File: config.mk
export PLATFORM = sky130hd
export DESIGN_NAME = e203_exu_flush_ctrl
export DESIGN_NICKNAME = d
export VERILOG_FILES = /design/src/rtl/e203_flush_pkg.sv /design/src/rtl/e203_exu_flush_prio.sv /design/src/rtl/e203_exu_flush_ctrl.sv
export SDC_FILE = /design/constraint.sdc
export NUM_CORES = 1
export LEC_CHECK = 0
export ABC_CLOCK_PERIOD_IN_PS = 4300
export CORE_MARGIN = 4
export CORE_UTILIZATION = 32
export CTS_BUF_LIST = sky130_fd_sc_hd__clkbuf_8
export CTS_CLUSTER_DIAMETER = 80
export DETAILED_ROUTE_END_ITERATION = 16
export PLACE_DENSITY = 0.66
export SETUP_SLACK_MARGIN = 0.15
export SYNTH_ARGS = -nofsm -noshare
export SYNTH_HDL_FRONTEND = slang
export SYNTH_SLANG_ARGS = --single-unit
export TNS_END_PERCENT = 10
File: constraint.sdc
create_clock -name clk -period 4.3 [get_ports clk]
set_input_delay 0.645 -clock clk [delete_from_list [all_inputs] [get_ports clk]]
set_output_delay 0.645 -clock clk [all_outputs]
set_load 0.02 [all_outputs]
File: src/rtl/e203_flush_pkg.sv
// Shared types and helpers for the EXU commit/flush controller.
package e203_flush_pkg;

    typedef enum logic [1:0] {
        ST_IDLE = 2'd0,
        ST_REQ  = 2'd1,
        ST_GAP  = 2'd2
    } flush_state_e;

    localparam int NCH_MAX = 8;

    function automatic int src_width(input int nch);
        return (nch > 1) ? $clog2(nch) : 1;
    endfunction

    function automatic int cnt_width(input int nch);
        return (nch > 1) ? $clog2(nch + 1) : 1;
    endfunction

    function automatic logic [3:0] popcount8(input logic [NCH_MAX-1:0] vec);
        logic [3:0] cnt;
        cnt = 4'd0;
        for (int i = 0; i < NCH_MAX; i++) begin
            cnt = cnt + {3'd0, vec[i]};
        end
        return cnt;
    endfunction

endpackage

File: src/rtl/e203_exu_flush_prio.sv
// Oldest-first (lowest index) request finder; mask covers every channel up to and including the hit.
module e203_exu_flush_prio
    import e203_flush_pkg::*;
#(
    parameter int  NCH   = 2,
    localparam int SRC_W = src_width(NCH)
) (
    input  logic [NCH-1:0]   req,
    output logic             hit,
    output logic [SRC_W-1:0] idx,
    output logic [NCH-1:0]   mask
);

    // Scan oldest to youngest; with no hit the mask stays all ones.
    always_comb begin
        hit  = 1'b0;
        idx  = '0;
        mask = '0;
        for (int i = 0; i < NCH; i++) begin
            mask[i] = ~hit;
            if (req[i] && !hit) begin
                idx = SRC_W'(i);
            end else begin
                idx = idx;
            end
            hit = hit | req[i];
        end
    end

endmodule

File: src/rtl/e203_exu_flush_ctrl.sv
// EXU commit/flush controller: oldest-flush pick, flush request hold, quiet gap, instret.
// Optional E203_FLUSH_PC_EN adds a registered pipe_flush_pc = op1 + op2 output.
module e203_exu_flush_ctrl
    import e203_flush_pkg::*;
#(
    parameter int  NCH       = 2,
    parameter int  PC_W      = 32,
    parameter int  CNT_W     = 64,
    parameter int  FLUSH_GAP = 1,
    localparam int SRC_W     = src_width(NCH),
    localparam int NCC_W     = cnt_width(NCH)
) (
    input  logic              clk,
    input  logic              rst,
    input  logic [NCH-1:0]    cmt_i_valid,
    output logic [NCH-1:0]    cmt_i_ready,
    input  logic [NCH-1:0]    cmt_i_flush,
    input  logic [NCH-1:0]    cmt_i_retire,
    input  logic [NCH*PC_W-1:0] cmt_i_op1,
    input  logic [NCH*PC_W-1:0] cmt_i_op2,
    output logic              pipe_flush_req,
    input  logic              pipe_flush_ack,
    output logic [PC_W-1:0]   pipe_flush_add_op1,
    output logic [PC_W-1:0]   pipe_flush_add_op2,
    output logic [SRC_W-1:0]  pipe_flush_src,
    output logic              flush_pulse,
    output logic [NCC_W-1:0]  nonflush_cmt_cnt,
    output logic [CNT_W-1:0]  instret_cnt,
    output logic              busy
`ifdef E203_FLUSH_PC_EN
    ,
    output logic [PC_W-1:0]   pipe_flush_pc
`endif
);

    localparam int GAP_W = (FLUSH_GAP > 1) ? $clog2(FLUSH_GAP) : 1;
    localparam logic [GAP_W-1:0] GAP_LOAD = (FLUSH_GAP > 0) ? GAP_W'(FLUSH_GAP - 1) : '0;

    flush_state_e      state_r;
    logic              req_r;
    logic [GAP_W-1:0]  gap_cnt_r;
    logic [PC_W-1:0]   op1_r;
    logic [PC_W-1:0]   op2_r;
    logic [SRC_W-1:0]  src_r;
    logic [CNT_W-1:0]  instret_r;

    logic              win_hit_s;
    logic [SRC_W-1:0]  win_idx_s;
    logic [NCH-1:0]    win_mask_s;
    logic [NCH-1:0]    ready_s;
    logic [NCH-1:0]    acc_s;
    logic [PC_W-1:0]   win_op1_s;
    logic [PC_W-1:0]   win_op2_s;
    logic [3:0]        nonflush_pc_s;
    logic [3:0]        retire_pc_s;

    e203_exu_flush_prio #(.NCH(NCH)) u_prio (
        .req  (cmt_i_valid & cmt_i_flush),
        .hit  (win_hit_s),
        .idx  (win_idx_s),
        .mask (win_mask_s)
    );

    // Younger channels behind the winning flush are held off so they get squashed.
    always_comb begin
        if (state_r == ST_IDLE) begin
            ready_s = cmt_i_valid & win_mask_s;
        end else begin
            ready_s = '0;
        end
        acc_s         = cmt_i_valid & ready_s;
        nonflush_pc_s = popcount8(NCH_MAX'(acc_s & ~cmt_i_flush));
        retire_pc_s   = popcount8(NCH_MAX'(acc_s & cmt_i_retire));
    end

    // Operand mux for the winning channel.
    always_comb begin
        win_op1_s = '0;
        win_op2_s = '0;
        for (int i = 0; i < NCH; i++) begin
            win_op1_s = win_op1_s | ({PC_W{win_idx_s == SRC_W'(i)}} & cmt_i_op1[i*PC_W +: PC_W]);
            win_op2_s = win_op2_s | ({PC_W{win_idx_s == SRC_W'(i)}} & cmt_i_op2[i*PC_W +: PC_W]);
        end
    end

`ifdef E203_FLUSH_PC_EN
    logic [PC_W-1:0] pc_r;

    // Flush target is summed once at latch time so the IFU sees a ready-made PC.
    always_ff @(posedge clk or posedge rst) begin
        if (rst) begin
            pc_r <= '0;
        end else if ((state_r == ST_IDLE) && win_hit_s) begin
            pc_r <= win_op1_s + win_op2_s;
        end else begin
            pc_r <= pc_r;
        end
    end

    assign pipe_flush_pc = pc_r;
`endif

    // Flush FSM with request, operand and gap-counter registers.
    always_ff @(posedge clk or posedge rst) begin
        if (rst) begin
            state_r   <= ST_IDLE;
            req_r     <= 1'b0;
            gap_cnt_r <= '0;
            op1_r     <= '0;
            op2_r     <= '0;
            src_r     <= '0;
        end else begin
            case (state_r)
                ST_IDLE: begin
                    if (win_hit_s) begin
                        state_r <= ST_REQ;
                        req_r   <= 1'b1;
                        op1_r   <= win_op1_s;
                        op2_r   <= win_op2_s;
                        src_r   <= win_idx_s;
                    end else begin
                        state_r <= ST_IDLE;
                        req_r   <= 1'b0;
                    end
                end
                ST_REQ: begin
                    if (pipe_flush_ack) begin
                        req_r <= 1'b0;
                        if (FLUSH_GAP > 0) begin
                            state_r   <= ST_GAP;
                            gap_cnt_r <= GAP_LOAD;
                        end else begin
                            state_r <= ST_IDLE;
                        end
                    end else begin
                        state_r <= ST_REQ;
                        req_r   <= 1'b1;
                    end
                end
                ST_GAP: begin
                    req_r <= 1'b0;
                    if (gap_cnt_r == '0) begin
                        state_r <= ST_IDLE;
                    end else begin
                        gap_cnt_r <= gap_cnt_r - GAP_W'(1);
                    end
                end
                default: begin
                    state_r   <= ST_IDLE;
                    req_r     <= 1'b0;
                    gap_cnt_r <= '0;
                end
            endcase
        end
    end

    // Retired-instruction counter; wraps freely.
    always_ff @(posedge clk or posedge rst) begin
        if (rst) begin
            instret_r <= '0;
        end else begin
            instret_r <= instret_r + CNT_W'(retire_pc_s);
        end
    end

    assign cmt_i_ready        = ready_s;
    assign nonflush_cmt_cnt   = NCC_W'(nonflush_pc_s);
    assign pipe_flush_req     = req_r;
    assign pipe_flush_add_op1 = op1_r;
    assign pipe_flush_add_op2 = op2_r;
    assign pipe_flush_src     = src_r;
    assign flush_pulse        = req_r & pipe_flush_ack;
    assign instret_cnt        = instret_r;
    assign busy               = (state_r != ST_IDLE);

endmodule

=== After elaboration in Yosys (flattened, before gate mapping) ===
Cells that the tools add are included.

* Add/subtract/negate cells: 16
* Equality and inequality tests: 4
* Mux-type cells: 12
* Bitwise gates (word level): 17
* Reduce and logical (&&, ||, !) cells: 6

{| class="wikitable"
|+ Operators by type and width
! cell !! number
|-
| 32-bit AND || 4
|-
| 64-bit by 4-bit adder with 64-bit output || 1
|-
| 32-bit bitwise OR || 2
|-
| 4-bit by 1-bit adder with 4-bit output (second input constant) || 4
|-
| 2-bit by 1-bit adder with 2-bit output || 6
|-
| 2-bit AND || 4
|-
| 2-bit by 8-bit AND with 8-bit output || 1
|-
| 2-bit inverter with 8-bit output || 1
|-
| 1-bit 2-to-1 mux || 6
|-
| 2-bit 2-to-1 mux || 3
|-
| 2-bit case mux with 3 select lines || 1
|-
| 1-bit by 1-bit adder with 2-bit output || 2
|-
| 3-bit by 1-bit adder with 4-bit output (second input constant) || 1
|-
| 2-bit != test (second input constant) || 2
|-
| 2-bit AND reduction || 2
|-
| 2-bit by 1-bit adder with 3-bit output (second input constant) || 1
|-
| 1-bit inverter || 3
|-
| 1-bit case mux with 3 select lines || 1
|-
| 2-bit by 1-bit == test with 1-bit output (second input constant) || 1
|-
| 2-bit == test (second input constant) || 1
|-
| 2-bit zero test || 1
|-
| 1-bit case mux with 2 select lines || 1
|-
| 2-bit nonzero test || 1
|-
| 1-bit AND || 1
|-
| 4 further kinds || 4
|}

* Bits in registers: 133
* Bits of input ports: 137
* Output and inout port bits: 136

=== Logic depth before layout (Yosys ltp) ===
* Depth after elaboration: 14
* Depth in mapped cells: 10
* Depth with buffers taken out: 10

=== Modules after synthesis ===
A second synthesis with hierarchy kept.

* Cell total of the unflattened synthesis: 594
* Area, all modules: 6,187.2 µm²

{| class="wikitable"
|+ By module, submodules not included
! module !! instances !! cells each !! area an instance (µm²) !! seq. area each (µm²)
|-
| e203_exu_flush_ctrl || 1 || 589 || 6,159.7 || 3,278.1
|-
| e203_exu_flush_prio || 1 || 5 || 27.5 || 0.0
|}

=== Worst setup path before layout ===
Ideal clock, no wire load.

* Kind: input port to flip-flop
* Start point: in cmt_i_valid[0]
* End point: reg instret_r[58] (netlist: instret_cnt[58])
* Library setup time: 0.080 ns
* Arrival: 2.692 ns
* Data required time: 4.220 ns
* Slack: 1.529 ns
* Cell stages on the path: 10
* Path buffers: 0
* Cell sequence: nand2_1 and3_1 and2_1 fa_1 ha_1 nand3_1 nor3_2 nand4_4 nor4_2 xor2_1

* Longest elaborated chain between the ends: 14

{| class="wikitable"
|+ RTL lines
! element !! line !! RTL
|-
| start, declared || e203_exu_flush_ctrl.sv:15 || <nowiki>input logic [NCH-1:0] cmt_i_valid,</nowiki>
|-
| 2-bit AND || e203_exu_flush_ctrl.sv:58 || <nowiki>.req (cmt_i_valid & cmt_i_flush),</nowiki>
|-
| 1-bit inverter || e203_exu_flush_prio.sv:20 || <nowiki>mask[i] = ~hit;</nowiki>
|-
| 2-bit AND || e203_exu_flush_ctrl.sv:67 || <nowiki>ready_s = cmt_i_valid & win_mask_s;</nowiki>
|-
| 2-bit 2-to-1 mux || e203_exu_flush_ctrl.sv:66 || <nowiki>if (state_r == ST_IDLE) begin</nowiki>
|-
| net cmt_i_ready[1] || e203_exu_flush_ctrl.sv:16 || <nowiki>output logic [NCH-1:0] cmt_i_ready,</nowiki>
|-
| 2-bit AND || e203_exu_flush_ctrl.sv:71 || <nowiki>acc_s = cmt_i_valid & ready_s;</nowiki>
|-
| 2-bit AND || e203_exu_flush_ctrl.sv:73 || <nowiki>retire_pc_s = popcount8(NCH_MAX'(acc_s & cmt_i_retire));</nowiki>
|-
| 1-bit by 1-bit adder with 2-bit output || e203_flush_pkg.sv:24 || <nowiki>cnt = cnt + {3'd0, vec[i]};</nowiki>
|-
| 2-bit by 1-bit adder with 3-bit output || e203_flush_pkg.sv:24 ||
|-
| 3-bit by 1-bit adder with 4-bit output || e203_flush_pkg.sv:24 ||
|-
| 4-bit by 1-bit adder with 4-bit output (4 in a row) || e203_flush_pkg.sv:24 ||
|-
| 64-bit by 4-bit adder with 64-bit output || e203_exu_flush_ctrl.sv:162 || <nowiki>instret_r <= instret_r + CNT_W'(retire_pc_s);</nowiki>
|-
| end signal, assigned || e203_exu_flush_ctrl.sv:162 ||
|-
| end, declared || e203_exu_flush_ctrl.sv:45 || <nowiki>logic [CNT_W-1:0] instret_r;</nowiki>
|}

The timed path passes the listed nets, and every way through them passes these cells.
A chain may end at the register's enable or synchronous reset.

=== Worst setup path after layout ===
* Start point: in cmt_i_valid[0]
* End point: out nonflush_cmt_cnt[0]

* Longest elaborated chain between the ends: 13

{| class="wikitable"
|+ RTL lines
! element !! line !! RTL
|-
| 2-bit AND || e203_exu_flush_ctrl.sv:58 ||
|-
| 1-bit inverter || e203_exu_flush_prio.sv:20 ||
|-
| 2-bit AND || e203_exu_flush_ctrl.sv:67 ||
|-
| 2-bit 2-to-1 mux || e203_exu_flush_ctrl.sv:66 ||
|-
| 2-bit AND (*) || e203_exu_flush_ctrl.sv:71 ||
|-
| 2-bit by 8-bit AND with 8-bit output (*) || e203_exu_flush_ctrl.sv:72 || <nowiki>nonflush_pc_s = popcount8(NCH_MAX'(acc_s & ~cmt_i_flush));</nowiki>
|-
| 1-bit by 1-bit adder with 2-bit output (*) || e203_flush_pkg.sv:24 ||
|-
| 2-bit by 1-bit adder with 2-bit output (*) (6 in a row) || e203_flush_pkg.sv:24 ||
|-
| end, declared || e203_exu_flush_ctrl.sv:27 || <nowiki>output logic [NCC_W-1:0] nonflush_cmt_cnt,</nowiki>
|}

Every way passes the cells marked *; elsewhere a longest branch is shown, timed or not.

==> flow_metrics.py <==
metrics = {
    "critical_path": {
        "regToRegEndpoint": "instret_cnt[58]$_DFF_PP0_",
        "cpMostUsedCell": "clkdlybuf4s50_1",
        "end_kind": "output pin",
        "path_class": "in -> out",
        "path_max_fanout": 3,
        "start_kind": "input pin",
        "r2r_start": "state_r[0]$_DFF_PP0_",
        "crit_chain": "clkdlybuf4s50_1 -> nand2_1 -> and3_1 -> nor2b_1 -> ha_1 -> clkdlybuf4s50_1",
        "worstPathRequired_ps": 3650,
        "slowest_delay_ps": 590,
        "worstPathArrival_ps": 2510,
        "rr_worst_depth": 10,
        "cpMaxStageDelayCell": "clkdlybuf4s50_1",
        "cp_top_family": "buffers and inverters",
        "cp.buffers_inverters": 2,
        "r2r_setup_slack_ps": 1500,
    },
    "timing": {
        "skew_ps": 15.5,
        "drv_slew": 0,
        "max_freq_ghz": 0.317,
        "rsz0062_at_grt": "false",
        "period_share_pct": 73.4,
        "setup_tns_ps": 0,
        "fin_crit_ps": 3160,
        "setup_viol": 0,
        "max_slew.worst_pin.slew_ps": 916,
        "max-slew-margin-rel_pct": 38.9,
        "hold_viol_final": 0,
        "layout_setup_ws_ps": 1140,
    },
    "finish": {
        "drive_gt1_share_pct": 6.92,
        "syn_to_final_growth_pct": 56.1,
        "final-seq-area_um2": 3280,
        "multi_input_area_um2": 2800,
        "fin_cells": 1127,
        "nNetsFinal": 994,
        "antenna_cells": 0,
        "fillerInstances": 1740,
        "layout_common_cells": "clkdlybuf4s50_1 (272), dfrtp_1 (131), nor2_1 (85), mux2i_1 (64), a21oi_1 (64)",
        "final_common_cell": "clkdlybuf4s50_1",
    },
    "clock_network": {
        "cts_made_buffers": 17,
        "clk_pin_slew_ps": 70,
        "cts_setup_buffers": 0,
        "cts.path.max_buffers": 2,
        "cts_resized": 0,
        "clock_sinks": 131,
        "cts_root_buf": "clkbuf_8",
        "cts_tree": "built",
        "clkLatencyLatePin_ps": 440,
        "h-tree-depth": 4,
        "hold_buffers": 0,
    },
    "logic_synthesis": {
        "ys_seq_area_share_pct": 53.0,
        "synthArstFlopShare_pct": 100,
        "synth_ff_type": "dfrtp_1",
        "synth_cell_types": 38,
        "synthesis.nets": 721,
        "synth_edf_count": 0,
        "netlist_instances": 581,
        "ys_seq_elements": 131,
        "synth_area_um2": 6180,
        "synth.avg_cell_area_um2": 10.6,
        "ys_warn_count": 0,
    },
    "floorplan": {
        "die_w_um": 147,
        "die_h_um": 147,
        "dieArea_um2": 21600,
        "initial_core_util_pct": 32.8,
        "coreArea_um2": 18800,
        "pin_count": 273,
        "rows": 50,
    },
    "placement": {
        "port_buffers": 272,
        "gp_congestion": 0.820,
        "pre_cts_slack_ps": 794,
        "dp_hpwl_um": 14600,
        "dpl.cell_count": 1095,
    },
    "routing": {
        "vias": 5319,
        "drt-total-wl_um": 19200,
        "drcViolationCount": 0,
        "drt-initial-drc-count": 264,
        "drt-pass1-iter-count": 4,
        "antenna_left": 0,
        "wl_per_cell_um": 17.0,
        "route.detailed.vias_per_inst": 4.72,
    },
    "grt": {
        "grtUsageTotal_pct": 17.6,
        "grt_max_degree": 131,
        "antenna_found_initial": 0,
        "grt_pass1_wl_um": 30300,
        "grt_pass1_vias": 5398,
        "overflow": 0,
    },
    "min_path": {
        "holdPathEnd": "state_r[1]$_DFF_PP0_",
        "min_path_cells": 1,
        "worstHoldStart": "state_r[1]$_DFF_PP0_",
        "hold_class": "reg -> reg",
    },
    "power_and_ir_drop": {
        "comb_power_share_pct": 37.1,
        "leakage_nw": 4.34,
        "seqPwrFrac_pct": 37.6,
        "p_sw_mw": 1.53,
        "ir_worst_vdd_v": 0.000164,
        "power.share.clock_pct": 25.3,
        "internal-power_mw": 3.01,
        "power_mw": 4.54,
        "powerDensity_nw_per_um2": 470,
        "power.share.switching_pct": 33.7,
    },
    "status": {
        "run_status": "finished, final reports clean",
    },
    "job": {
        "max_cap_violations": 0,
    },
}
-- layer usage --
| metal | GRT usage, % | routed length [um] |
|---|---|---|
| met5 | 0 | 0 |
| met2 | 28.6 | 9180 |
| met1 | 22.8 | 8340 |
| met4 | 5.55 | 361 |
| met3 | 4.84 | 1290 |
-- layout make-up --
class / count / share of cell area (%)
well taps: 260 / 3.37
flip-flops and latches: 131 / 34.0
repair buffers: 276 / 28.8
clock inverters: 12 / 1.69
multi-input cells: 420 / 29.0
clock buffers: 20 / 2.85
inverters: 8 / 0.337
-- worst max path at each step --
stage / startpoint / endpoint / slack (ps) / depth (start not counted)
2_1_floorplan: rst / instret_cnt[0]$_DFF_PP0_ / 160 / 1
3_3_place_gp: cmt_i_valid[0] / instret_cnt[58]$_DFF_PP0_ / 860 / 11
3_5_place_dp: cmt_i_valid[0] / instret_cnt[58]$_DFF_PP0_ / 790 / 11
4_1_cts: cmt_i_valid[0] / nonflush_cmt_cnt[0] / 1130 / 6
5_1_grt: cmt_i_valid[0] / nonflush_cmt_cnt[0] / 1030 / 6
6_report: cmt_i_valid[0] / nonflush_cmt_cnt[0] / 1140 / 6
-- power groups by stage --
stage / Clock (mW) / Sequential, mW / Combinational [mW]
6_report: 1.15 / 1.71 / 1.68
5_1_grt: 1.23 / 1.75 / 1.80
4_1_cts: 1.18 / 1.71 / 1.72
3_5_place_dp: 0 / 1.73 / 1.71
3_3_place_gp: 0 / 1.71 / 1.69
2_1_floorplan: 0 / 2.09 / 0.411
-- logic make-up after synthesis --
logic type / after synthesis / share of synthesized area [%]
xor gates and xnor gates: 62 / 8.79
muxes: 64 / 10.4
adders and majority gates: 3 / 0.729
buffers and inverters: 30 / 2.09
AOI/OAI and AO/OA: 67 / 5.49
and+or+nand+nor: 224 / 19.5
DFF: 131 / 53.0
-- synthesized netlist by cell type, types with 2 or more instances --
cell / count / area (um^2)
buf_2: 10 / 50.1
dfrtp_1: 131 / 3280
nor3_1: 17 / 85.1
nand4_4: 2 / 42.5
nor4_4: 2 / 42.5
inv_1: 8 / 30.0
nor2b_1: 3 / 18.8
and2_1: 7 / 43.8
nand3_1: 28 / 140
xnor2_1: 32 / 280
and3_1: 9 / 56.3
xor2_1: 30 / 263
nor2_1: 85 / 319
nor2_2: 2 / 12.5
clkbuf_1: 11 / 41.3
mux2i_1: 64 / 641
nor4_2: 3 / 37.5
ha_1: 2 / 25.0
and3_2: 4 / 30.0
nand3_2: 2 / 20.0
nand2_1: 25 / 93.8
nor4_1: 5 / 31.3
nand4_1: 19 / 119
and2_2: 2 / 15.0
a21oi_1: 65 / 325
-- sequential cells by signal (all words and copies together), names as in the netlist --
name                count
pipe_flush_src          1
instret_cnt            64
state_r                 2
pipe_flush_add_op1     32
pipe_flush_add_op2     32
-- metrics by stage --
stage                     utilization (%)  hold WS [ps]  instance area (um^2)
after global routing                 51.2           486                  9650
final                                51.2           454                  9650
after global placement               48.9           448                  9210
after CTS                            51.2           461                  9650
after detailed placement             48.9           451                  9210
after floorplan                         -           426                  6180
(Power assumes the default switching activity.)
